===== config.mk =====
export PLATFORM = sky130hd
export DESIGN_NAME = iter_shifter
export DESIGN_NICKNAME = d
export VERILOG_FILES = /design/src/rtl/iter_shifter.sv
export SDC_FILE = /design/constraint.sdc
export NUM_CORES = 1
export LEC_CHECK = 0
export CAP_MARGIN = 25
export CORE_AREA = 10 10 79 88
export CTS_BUF_LIST = sky130_fd_sc_hd__clkbuf_4
export CTS_CLUSTER_DIAMETER = 30
export DETAILED_ROUTE_END_ITERATION = 10
export DIE_AREA = 0 0 89 98
export PLACE_DENSITY = 0.7
export RECOVER_POWER = 50
export SLEW_MARGIN = 15
export SYNTH_ARGS = -nofsm -noshare
export SYNTH_HDL_FRONTEND = slang
export SYNTH_SLANG_ARGS = --single-unit

===== constraint.sdc =====
create_clock -name clk -period 8.4 [get_ports clk]
set_clock_uncertainty 0.05 [all_clocks]
set_input_delay 1.68 -clock clk [delete_from_list [all_inputs] [get_ports clk]]
set_output_delay 1.68 -clock clk [all_outputs]
set_load 0.005 [all_outputs]

===== src/rtl/iter_shifter.sv =====
`default_nettype none
// ============================================================================
// Module   : iter_shifter
// Purpose  : Multi-cycle rotate/shift unit, up to STEP bits per clock,
//            valid/ready handshake on both sides.
// Revision : 1.0
// ============================================================================
module iter_shifter #(
    parameter int WIDTH = 16,
    parameter int STEP  = 1,
    localparam int AMT_W = $clog2(WIDTH)
) (
    input  logic             clk,
    input  logic             rst_n,
    input  logic             in_valid,
    output logic             in_ready,
    input  logic [WIDTH-1:0] in_data,
    input  logic [AMT_W-1:0] in_amt,
    input  logic [2:0]       in_op,
    output logic             out_valid,
    input  logic             out_ready,
    output logic [WIDTH-1:0] out_data,
    output logic             busy
);

    typedef enum logic [1:0] {
        IDLE  = 2'd0,
        SHIFT = 2'd1,
        DONE  = 2'd2
    } state_t;

    // Largest step that can ever be needed; STEP=WIDTH saturates to WIDTH-1.
    localparam logic [AMT_W-1:0] STEP_AMT = (STEP >= WIDTH) ? AMT_W'(WIDTH - 1)
                                                            : AMT_W'(STEP);

    state_t           state_q, state_d;
    logic [WIDTH-1:0] data_q,  data_d;
    logic [AMT_W-1:0] rem_q,   rem_d;
    logic [2:0]       op_q,    op_d;

    logic [AMT_W-1:0] step_amt;
    logic [WIDTH-1:0] shifted;

    always_comb begin
        step_amt = (rem_q > STEP_AMT) ? STEP_AMT : rem_q;
        shifted  = data_q;
        casez (op_q)
            3'b000:  shifted = (data_q << step_amt) | (data_q >> (WIDTH - int'(step_amt)));
            3'b001:  shifted = data_q << step_amt;
            3'b010:  shifted = (data_q >> step_amt) | (data_q << (WIDTH - int'(step_amt)));
            3'b011:  shifted = data_q >> step_amt;
            default: shifted = $signed(data_q) >>> step_amt;
        endcase
    end

    always_comb begin
        state_d = state_q;
        data_d  = data_q;
        rem_d   = rem_q;
        op_d    = op_q;
        case (state_q)
            IDLE: begin
                if (in_valid) begin
                    data_d  = in_data;
                    rem_d   = in_amt;
                    op_d    = in_op;
                    state_d = (in_amt != '0) ? SHIFT : DONE;
                end
            end
            SHIFT: begin
                data_d = shifted;
                rem_d  = rem_q - step_amt;
                if (rem_q == step_amt) begin
                    state_d = DONE;
                end
            end
            DONE: begin
                if (out_ready) begin
                    state_d = IDLE;
                end
            end
            default: state_d = IDLE;
        endcase
    end

    always_ff @(posedge clk or negedge rst_n) begin
        if (!rst_n) begin
            state_q <= IDLE;
            data_q  <= '0;
            rem_q   <= '0;
            op_q    <= 3'b000;
        end else begin
            state_q <= state_d;
            data_q  <= data_d;
            rem_q   <= rem_d;
            op_q    <= op_d;
        end
    end

    always_comb begin
        in_ready  = (state_q == IDLE);
        out_valid = (state_q == DONE);
        busy      = (state_q != IDLE);
        out_data  = data_q;
    end

endmodule
`default_nettype wire


# Word-level counts from Yosys, hierarchy flattened
# Cells that the tools add are included.
# word_totals
ff_bits	25
input_bits	27
out_inout_bits	19
elab_cells	42
# classes
n_addsub	2
n_lt_le_gt_ge	1
n_eq_ne	9
shift	5
mux	11
bitwise	2
reduce_logical	8
# op_table
operator	n
$pmux 16 s4	1
$or 16x16->16	2
$pmux 16 s2	1
$shl 16x32->16	1
$shr 16x32->16	1
$mux 16	1
$shl 16x4->16	1
$shr 16x4->16	1
$sshr 16x4->16	1
$mux 2	4
$mux 4	2
$pmux 4 s2	1
$eq 3x2->1 const B	2
$pmux 2 s3	1
$sub 5x4->6 const A	1
$eq 4x4->1	1
$gt 4x1->1 const B	1
$ne 2x2->1 const B	2
$reduce_and 2->1	2
$reduce_bool 2->1	2
$reduce_bool 4->1	1
$sub 4x4->4	1
$eq 3x1->1 const B	1
$logic_not 3->1	1
5 further kinds	5

# Logic depth before layout (Yosys ltp)
# Gate-level depths: netlist of run 1.
# depth
ltp_word	7
depth_mapped	11
depth_no_buf	8

# Least setup slack after synthesis of run 1
# No wires, ideal clock.
# synth_path
kind	flip-flop to flip-flop
from	reg rem_q[2]
to	reg data_q[6] (netlist: out_data[6])
arrival_time_ns	2.699
required_time_ns	8.255
path_slack_ns	5.556
stages_incl_launch_ff	11
path_cell_list	dfrtp_1 > or4_1 > buf_6 > clkinv_4 > buf_2 > ha_1 > or4b_1 > o22a_1 > o211ai_1 > a21oi_1 > o31ai_1
# synth_between
elab_chain_cells	7
word_cells_on_any_way	12
# synth_lines
element	line_no	source
start: declaration	38	logic [AMT_W-1:0] rem_q, rem_d;
start signal: assignment	95	rem_q <= rem_d;
$gt 4x1->1	45	step_amt = (rem_q > STEP_AMT) ? STEP_AMT : rem_q;
$mux 4 (*)	45	
$sub 5x4->6	48, 50	
$shl 16x32->16 or $shr 16x32->16 (tied branches)	50, 48	
$or 16x16->16, on equally long branches	50, 48	
$pmux 16 s4 (*)	47	casez (op_q)
$pmux 16 s2 (*)	61	case (state_q)
end signal: assignment	94	data_q <= data_d;
end: declaration	37	logic [WIDTH-1:0] data_q, data_d;
# Mark *: on every way between the ends. The rest lies on a longest branch, timed or not.
# A chain may end at the register's enable or synchronous reset.

# Worst setup path in the final report of run 1
# Ends and elaborated chain as after synthesis.

==> reports/summary.txt, run 1 <==
Final setup viols = 0
CTS max path bufs = 2
FF-to-FF End = out_data[6]$_DFFE_PN0P_
sw power = 562 uW
CORE AREA = 5220 um^2
Clock power frac = 6.0%
total grt overflow = 0
GR peak layer = met2
ys async rst share = 100%
total CTS buffers = 3
Synth Area in XOR/XNOR = 0%
CP startpoint = rem_q[2]$_DFFE_PN0P_
clock sinks = 25
first-pass GRT wire length = 12400 um
Hold Fails Final Rpt = 0
final antenna-violating net count = 0
grt met3 use = 2.74%
row count = 28
initial antenna violation count = 0
Yosys top cell by area = dfrtp_1
CTS tree = done
min cycle time layout = 4.04 ns
I/O Pins = 46
WP data required = 8.62 ns
TritonRoute pass-1 iters = 5
simple-gate share of the synthesized area = 23.4%
via count = 2452
worst vdd ir = 0.294 mV
Pleak = 0.00105 uW
via/cell ratio = 6.40
Final GP Congestion = 0.926
#FFs+latches synth = 25
sequential share of power = 32.8%
Syn Area/Cell = 7.66 um^2
Final Util = 51.9%
mapped cell area = 2270 um^2
hold path start = rem_q[0]$_DFFE_PN0P_
outcome = complete, no violations
initial detailed-routing violation count = 325
Main synth FF type = dfrtp_1
clock-pin transition on the worst setup and hold timing paths = 0.16 ns
Hold Path Class = reg2reg
htree depth = 1
largest net degree at the start of global routing = 34
number of post-CTS setup repair buffers = 0
clock latency on the worst-skew pair = 0.35 ns
vias in the first global route = 2371
post-synthesis cell type count = 60
starting density of the core = 43.4%
NumNets Final = 353
share of the synthesized area in the top cell type = 27.6%
critical path capture point type = flop
met1 GRT Util = 23.5%
commonest cells after routing, fill and taps aside = clkdlybuf4s50_1 (43), a21oi_1 (30), nand2_1 (27)
Worst slew margin = 4.04%
number of port buffers = 45
switching share of power = 51.7%
commonest non-fill, non-tap cell in the layout = clkdlybuf4s50_1
part of the power in combinational logic = 61.2%
CTS Root Cell = clkbuf_4
die footprint = 8720 um^2
internal power = 527 uW
sequential share of the synthesized area = 27.6%
Adder-Cell Fraction of Synth Area = 1.10%
Post-Route WL = 7570 um
Critical Path AT = 4.26 ns
placed cell area = 2680 um^2
Syn. warnings = 0
post-synthesis net count = 325
Fmax = 248 MHz
hold path cells = 1
register-to-register setup slack = 4.36 ns
area grow syn2layout = 19.4%
Horiz. Die Dim = 89 um
CTS Hold Bufs = 0
Mapped Cells = 296
CTS resizes = 0
worst r2r src = rem_q[2]$_DFFE_PN0P_
Max Cap Viol = 0
number of synthesized flops with an enable pin = 0
Final Cell Area = 2710 um^2
Tcrit/Tclk final = 48.1%
Remaining DRCs = 0
Total GRT Usage = 17.4%
Synth Area in Compound Gates = 26.9%
wire per inst = 19.8 um
pwr dens = 402 nW/um^2
CP max FO = 33
Final Max Slew Viols = 0
share of post-route cells with drive strength above 1 = 6.19%
ant diodes = 0
Area contributors post-synth = dfrtp_1 (28%), mux2i_1 (9.7%), a21oi_1 (6.6%), o21ai_0 (4.6%), nand2_1 (4.5%)
dpl hpwl = 5290 um
die height = 98 um
RSZ-0062 raised after global routing = false
Min-Delay Endpoint = rem_q[0]$_DFFE_PN0P_
worst-margin pin slew = 1.44 ns
post-synthesis mux area share = 12.9%
met2 usage = 27.4%
Crit Path Class = reg2reg
largest family of logic cells by synthesized area = compound AO/OA/AOI/OAI gates
Worst Reg-to-Reg Cells = 8
setup TNS = 0 ns
Startpoint Class = flop
-- area by class of cell --
| class | instances | area [um^2] |
|---|---|---|
| tap | 60 | 75.1 |
| fill | 507 | 2510 |
| timing repair buffer | 49 | 470 |
| inverter | 10 | 42.5 |
| sequential | 25 | 626 |
| multi-input combinational | 235 | 1460 |
| clock buffer | 4 | 30.0 |
-- worst max-delay path: stages, from the launching register on --
cell and delay [ns]:
dfrtp_1 0.46, or4_1 0.99, clkinv_4 0.41, ha_1 0.66, or4b_1 0.69, o22a_1 0.23
o211ai_1 0.17, a21oi_1 0.09, o31ai_1 0.20
-- per-layer routing --
layer	up-vias	routed length, um	part of all wire [%]
li1	1147	-	-
met1	1158	3300	44
met2	136	3630	48
met3	11	511	6.7
met4	0	133	1.8
met5	-	0	0
-- how the worst max path moves through the flow --
stage	end	slack, ns	depth (start not counted)
global placement	out_data[6]$_DFFE_PN0P_	4.49	8
CTS	out_data[6]$_DFFE_PN0P_	4.40	8
detailed placement	out_data[6]$_DFFE_PN0P_	4.43	8
global route	out_data[11]$_DFFE_PN0P_	4.16	8
floorplan	out_data[6]$_DFFE_PN0P_	5.56	10
finish	out_data[6]$_DFFE_PN0P_	4.36	8
-- power groups by stage --
stage	clock, uW	combinational [uW]	sequential, uW
detailed placement	0	658	353
global route	70.8	740	370
CTS	65.5	661	350
floorplan	0	505	262
global placement	0	652	352
finish	65.3	667	357
-- stage by stage --
stage	hold WS, ns	total power [uW]	worst slack [ns]	instances
2_1_floorplan	0.472	766	5.56	296
3_3_place_gp	0.504	1000	4.49	378
3_5_place_dp	0.523	1010	4.43	378
4_1_cts	0.559	1080	4.40	382
5_1_grt	0.615	1180	4.16	383
6_report	0.562	1090	4.36	383
-- logic make-up after synthesis --
| family | after synthesis |
|---|---|
| AND/OR/NAND/NOR | 107 |
| multiplexers | 28 |
| buffers and inverters | 36 |
| adder cells (fa/ha/maj) | 2 |
| other | 1 |
| AO/OA/AOI/OAI | 97 |
| flip-flops | 25 |
-- sequential cells by signal, indices dropped and copies added (netlist names) --
name and cells:
op_q 3, out_data 16, state_q 2, rem_q 4
-- synth_stat cells (2+ instances only) --
cell / count
ha_1: 2
buf_1: 2
nand2_1: 27
a211oi_1: 3
a22oi_1: 3
dfrtp_1: 25
mux2_2: 4
nor3b_1: 3
or2_2: 2
o22a_1: 2
mux2i_2: 2
buf_6: 2
o32ai_1: 3
nor3_1: 16
nor4b_1: 2
mux2i_1: 22
clkbuf_1: 16
nand4_1: 2
or4_1: 2
nor2b_1: 9
buf_2: 4
nand3_1: 10
o21ai_0: 21
nor2_1: 25
o22ai_1: 4
inv_1: 9
a311oi_1: 2
o211ai_1: 2
a21oi_1: 30
o21ai_1: 5
a31oi_1: 4
a21o_1: 3
Note: power is estimated with default switching activity, not from simulation.
==> run 2: changes to the inputs <==
Clock period 8.4 ns to 4.2 ns, I/O delays scaled along.
==> run 2 against run 1 <==
Against the previous run:
- sequential cell count is the same
- count of clock-buffer cells in the layout is the same
- setup slack lost 3.3 ns
- core utilization grew 0.58 points
- global-route usage shrank 0.16 points
- critical path depth grew 1
- wire length shrank 1.5%
- largest power group unchanged
==> reports/summary.txt, run 2 (synthesis gave the netlist of run 1 again) <==
ant diodes = 0
initial detailed-routing violation count = 334
CTS Hold Bufs = 0
Startpoint Class = flop
setup TNS = 0 ns
CORE AREA = 5220 um^2
Final Util = 52.4%
CTS max path bufs = 2
clock latency on the worst-skew pair = 0.33 ns
worst-margin pin slew = 1.45 ns
clock sinks = 25
Post-Route WL = 7460 um
final antenna-violating net count = 0
die height = 98 um
area grow syn2layout = 20.8%
commonest cells after routing, fill and taps aside = clkdlybuf4s50_1 (43), a21oi_1 (30), nand2_1 (27)
Crit Path Class = reg2reg
initial antenna violation count = 0
Non-Filler Instances = 387
critical path capture point type = flop
total power = 2180 uW
pwr dens = 797 nW/um^2
CP bufs+invs = 2
number of post-CTS setup repair buffers = 0
Horiz. Die Dim = 89 um
TritonRoute pass-1 iters = 5
critical path's slowest cell = or4b_1
first-pass GRT wire length = 12200 um
Pleak = 0.00107 uW
Largest register FFs = 16
wire per inst = 19.3 um
vias in the first global route = 2419
via/cell ratio = 6.43
dpl hpwl = 5380 um
RSZ-0062 raised after global routing = false
CTS Root Cell = clkbuf_4
die footprint = 8720 um^2
Final Cell Area = 2740 um^2
worst vdd ir = 0.400 mV
htree depth = 1
Max Cap Viol = 0
CTS resizes = 0
number of port buffers = 45
Final Max Slew Viols = 0
CP Cell Sequence = or4_1, buf_4, clkinv_4, ha_1, or4b_1, o22a_1, o211ai_1, a21oi_1, o31ai_1
outcome = complete, no violations
Tcrit/Tclk final = 73.5%
Total GRT Usage = 17.3%
placed cells = 383
total grt overflow = 0
Worst slew margin = 3.14%
via count = 2489
Final GP Congestion = 0.973
share of post-route cells with drive strength above 1 = 7.03%
Final setup viols = 0
clock-pin transition on the worst setup and hold timing paths = 0.15 ns
Hold Path Class = reg2reg
I/O Pins = 46
total CTS buffers = 3
largest net degree at the start of global routing = 34
NumNets Final = 357
starting density of the core = 43.4%
Remaining DRCs = 0
min cycle time layout = 3.09 ns
CTS tree = done
WP data required = 4.40 ns
max incr delay on CP = 0.54 ns
placed cell area = 2720 um^2
fillers = 526
row count = 28
Hold Fails Final Rpt = 0
commonest non-fill, non-tap cell in the layout = clkdlybuf4s50_1
CP delay by family, top = simple AND/OR/NAND/NOR gates
Fmax = 324 MHz
Critical Path AT = 3.29 ns
CP max FO = 33
## run 2: cell types whose count changed in the layout (fill, tap and decap cells not counted)
cell | before | now
buf_4 | 1 | 6
clkbuf_2 | 1 | 0
nor2b_1 | 8 | 9
nor2b_2 | 1 | 0
## run 2: through the flow
step                      hold WS (ns)  setup slack, ns
after floorplan                  0.472             1.36
after global placement           0.504             1.21
after detailed placement         0.513             1.17
after CTS                        0.556             1.14
after global routing             0.625            0.985
final                            0.551             1.11
## run 2: layout make-up
cell class                      count  area [um^2]  share of cell area, %
Clock buffer                        4         30.0                   1.10
Inverter                           10         42.5                   1.55
Tap cell                           60         75.1                   2.74
Multi-Input combinational cell    235         1460                   53.4
Timing Repair Buffer               53          503                   18.4
Sequential cell                    25          626                   22.9
## run 2: worst paths after layout
check | endpoint | slack (ns) | cells past startpoint | from
worst min register to register | rem_q[3]$_DFFE_PN0P_ | 0.55 | 2 | rem_q[3]$_DFFE_PN0P_
min in group asynchronous | op_q[2]$_DFFE_PN0P_ | 1.30 | 2 | rst_n
worst max-delay path | out_data[6]$_DFFE_PN0P_ | 1.11 | 9 | rem_q[2]$_DFFE_PN0P_
max in group asynchronous | out_data[1]$_DFFE_PN0P_ | 1.95 | 2 | rst_n
worst max register to register | out_data[6]$_DFFE_PN0P_ | 1.11 | 9 | rem_q[2]$_DFFE_PN0P_
worst min-delay path | rem_q[3]$_DFFE_PN0P_ | 0.55 | 2 | rem_q[3]$_DFFE_PN0P_
## run 2: report_power, final
part,leakage (uW),internal (uW),switching [uW]
clock,0.0000184,43.7,79.4
combinational,0.000753,659,714
sequential,0.000294,366,320
total,0.00107,1070,1110
## run 2: layer usage
layer | up-vias | GRT usage [%] | share of wire [%]
met1 | 1187 | 22.5 | 41
li1 | 1155 | - | -
met2 | 130 | 26.9 | 47
met4 | 0 | 7.23 | 2.5
met5 | - | 0 | 0
met3 | 17 | 3.33 | 8.7
## run 2: worst register-to-register path: cells and delay by family, from the launching register on
family	cells	cell delay, ns
adders and majority gates	1	0.30
and+or+nand+nor	2	1.05
AOI/OAI and AO/OA	4	0.65
DFF	1	0.46
buffers and inverters	2	0.50
==> variant (flow settings as in run 2) <==
The 3 states of `state_t` get a one-hot encoding in 3 bits.
--- a/src/rtl/iter_shifter.sv
+++ b/src/rtl/iter_shifter.sv
@@ -24,8 +24,8 @@
 );
 
-    typedef enum logic [1:0] {
-        IDLE  = 2'd0,
-        SHIFT = 2'd1,
-        DONE  = 2'd2
+    typedef enum logic [2:0] {
+        IDLE  = 3'b001,
+        SHIFT = 3'b010,
+        DONE  = 3'b100
     } state_t;
 
Function: same outputs for any inputs over 10 cycles, from zero or initial values and one cycle with rst_n low; not proved beyond that.
==> variant against run 2 <==
Wire length is 6.0% higher. Global-route usage is 1.2 points higher. Largest cell class unchanged. Setup slack worse by 0.32 ns. Highest routed layer unchanged. Core utilization is 0.65 points higher. The flow now finishes with violations (max-capacitance violations, max-slew violations). Area after synthesis is 1.3% higher. Power is 0.89% higher. Sequential power is 0.6% lower. Sequential cell count is 1 higher. Design area is 1.2% higher. Largest power group unchanged.
==> variant: results (changes against run 2) <==
.. list-table::
   :header-rows: 1

   * - Metric
     - Value
   * - Run status
     - finished with violations
   * - Violated checks
     - max-capacitance violations, max-slew violations
   * - Share of the synthesized area in compound gates (AO/OA/AOI/OAI)
     - 0.267 (-0.00173)
   * - Dpl hpwl
     - 5590 µm (+3.7%)
   * - Met1 usage
     - 0.239 (+0.0137)
   * - Most frequent cells after synthesis
     - 57 x nand2_1, 34 x nor2_1, 25 x dfrtp_1
   * - Critical path's largest stage delay
     - 0.74 ns (+0.20 ns)
   * - Static leakage
     - 1.12 nW (+5.2%)
   * - Path depth of the worst reg2reg path
     - 8 (-1)
   * - Largest net degree at the start of global routing
     - 30 (-12%)
   * - Worst Hold Slack
     - 0.550 ns (-0.000795 ns)
   * - Unique cell type count in the Yosys netlist
     - 58 (-3.3%)
   * - Met2 Routed Length
     - 3720 µm (+5.2%)
   * - Hold EP
     - rem_q[0]
   * - Max-slew violations
     - 27 (+27)
   * - Final Critical Period
     - 3.41 ns (+0.325 ns)
   * - NonClk Buf Share
     - 0.172 (-0.0117)
   * - Nets in the synthesized netlist
     - 333 (+2.5%)
   * - Final layout net count
     - 364 (+2.0%)
   * - Post-Synthesis Mean Instance Area
     - 7.55 µm² (-1.4%)
   * - Worst-case vdd ir drop
     - 0.331 mV (-17%)
   * - Routed length per placed instance
     - 20.1 µm (+4.1%)
   * - Switching Power
     - 1.12 mW (+0.30%)
   * - Share of layout cells above drive strength 1
     - 0.0599 (-0.0105)
   * - Filler Cell Count
     - 533 (+1.3%)
   * - Met3 Track Usage GR
     - 0.0324 (-0.000831)
   * - Maximum fanout along the worst path
     - 29 (-12%)
   * - Max-Cap Viols
     - 1 (+1)
==> variant: cell types whose count changed in the layout (fill, tap and decap cells not counted), moves of 4 or more <==
| cell | change |
|---|---|
| o21ai_0 | -11 |
| nand2_1 | +30 |
| nor2_1 | +9 |
| nor3_1 | -9 |
| o22ai_1 | +9 |
| a21oi_1 | -8 |
| nand3_1 | -7 |
| nor2b_1 | -7 |
| o221ai_1 | +5 |
| inv_1 | -4 |
| nand3b_1 | +4 |
| o21ai_1 | +8 |
==> variant: cells by family (layout without fill, tap and decap cells) <==
group | count (synthesis) | in the layout
buf+inv | 30 | 60
mux | 23 | 23
fa+ha+maj | 2 | 2
compound gates | 95 | 95
simple gates | 127 | 127
other cells | 1 | 1
flops | 26 | 26
==> variant: power groups by stage <==
stage,logic (mW),registers (mW),clock network (mW)
after detailed placement,1.32,0.675,0
after CTS,1.33,0.671,0.189
final,1.33,0.683,0.187
after global routing,1.48,0.700,0.201
after global placement,1.32,0.675,0
after floorplan,0.995,0.522,0
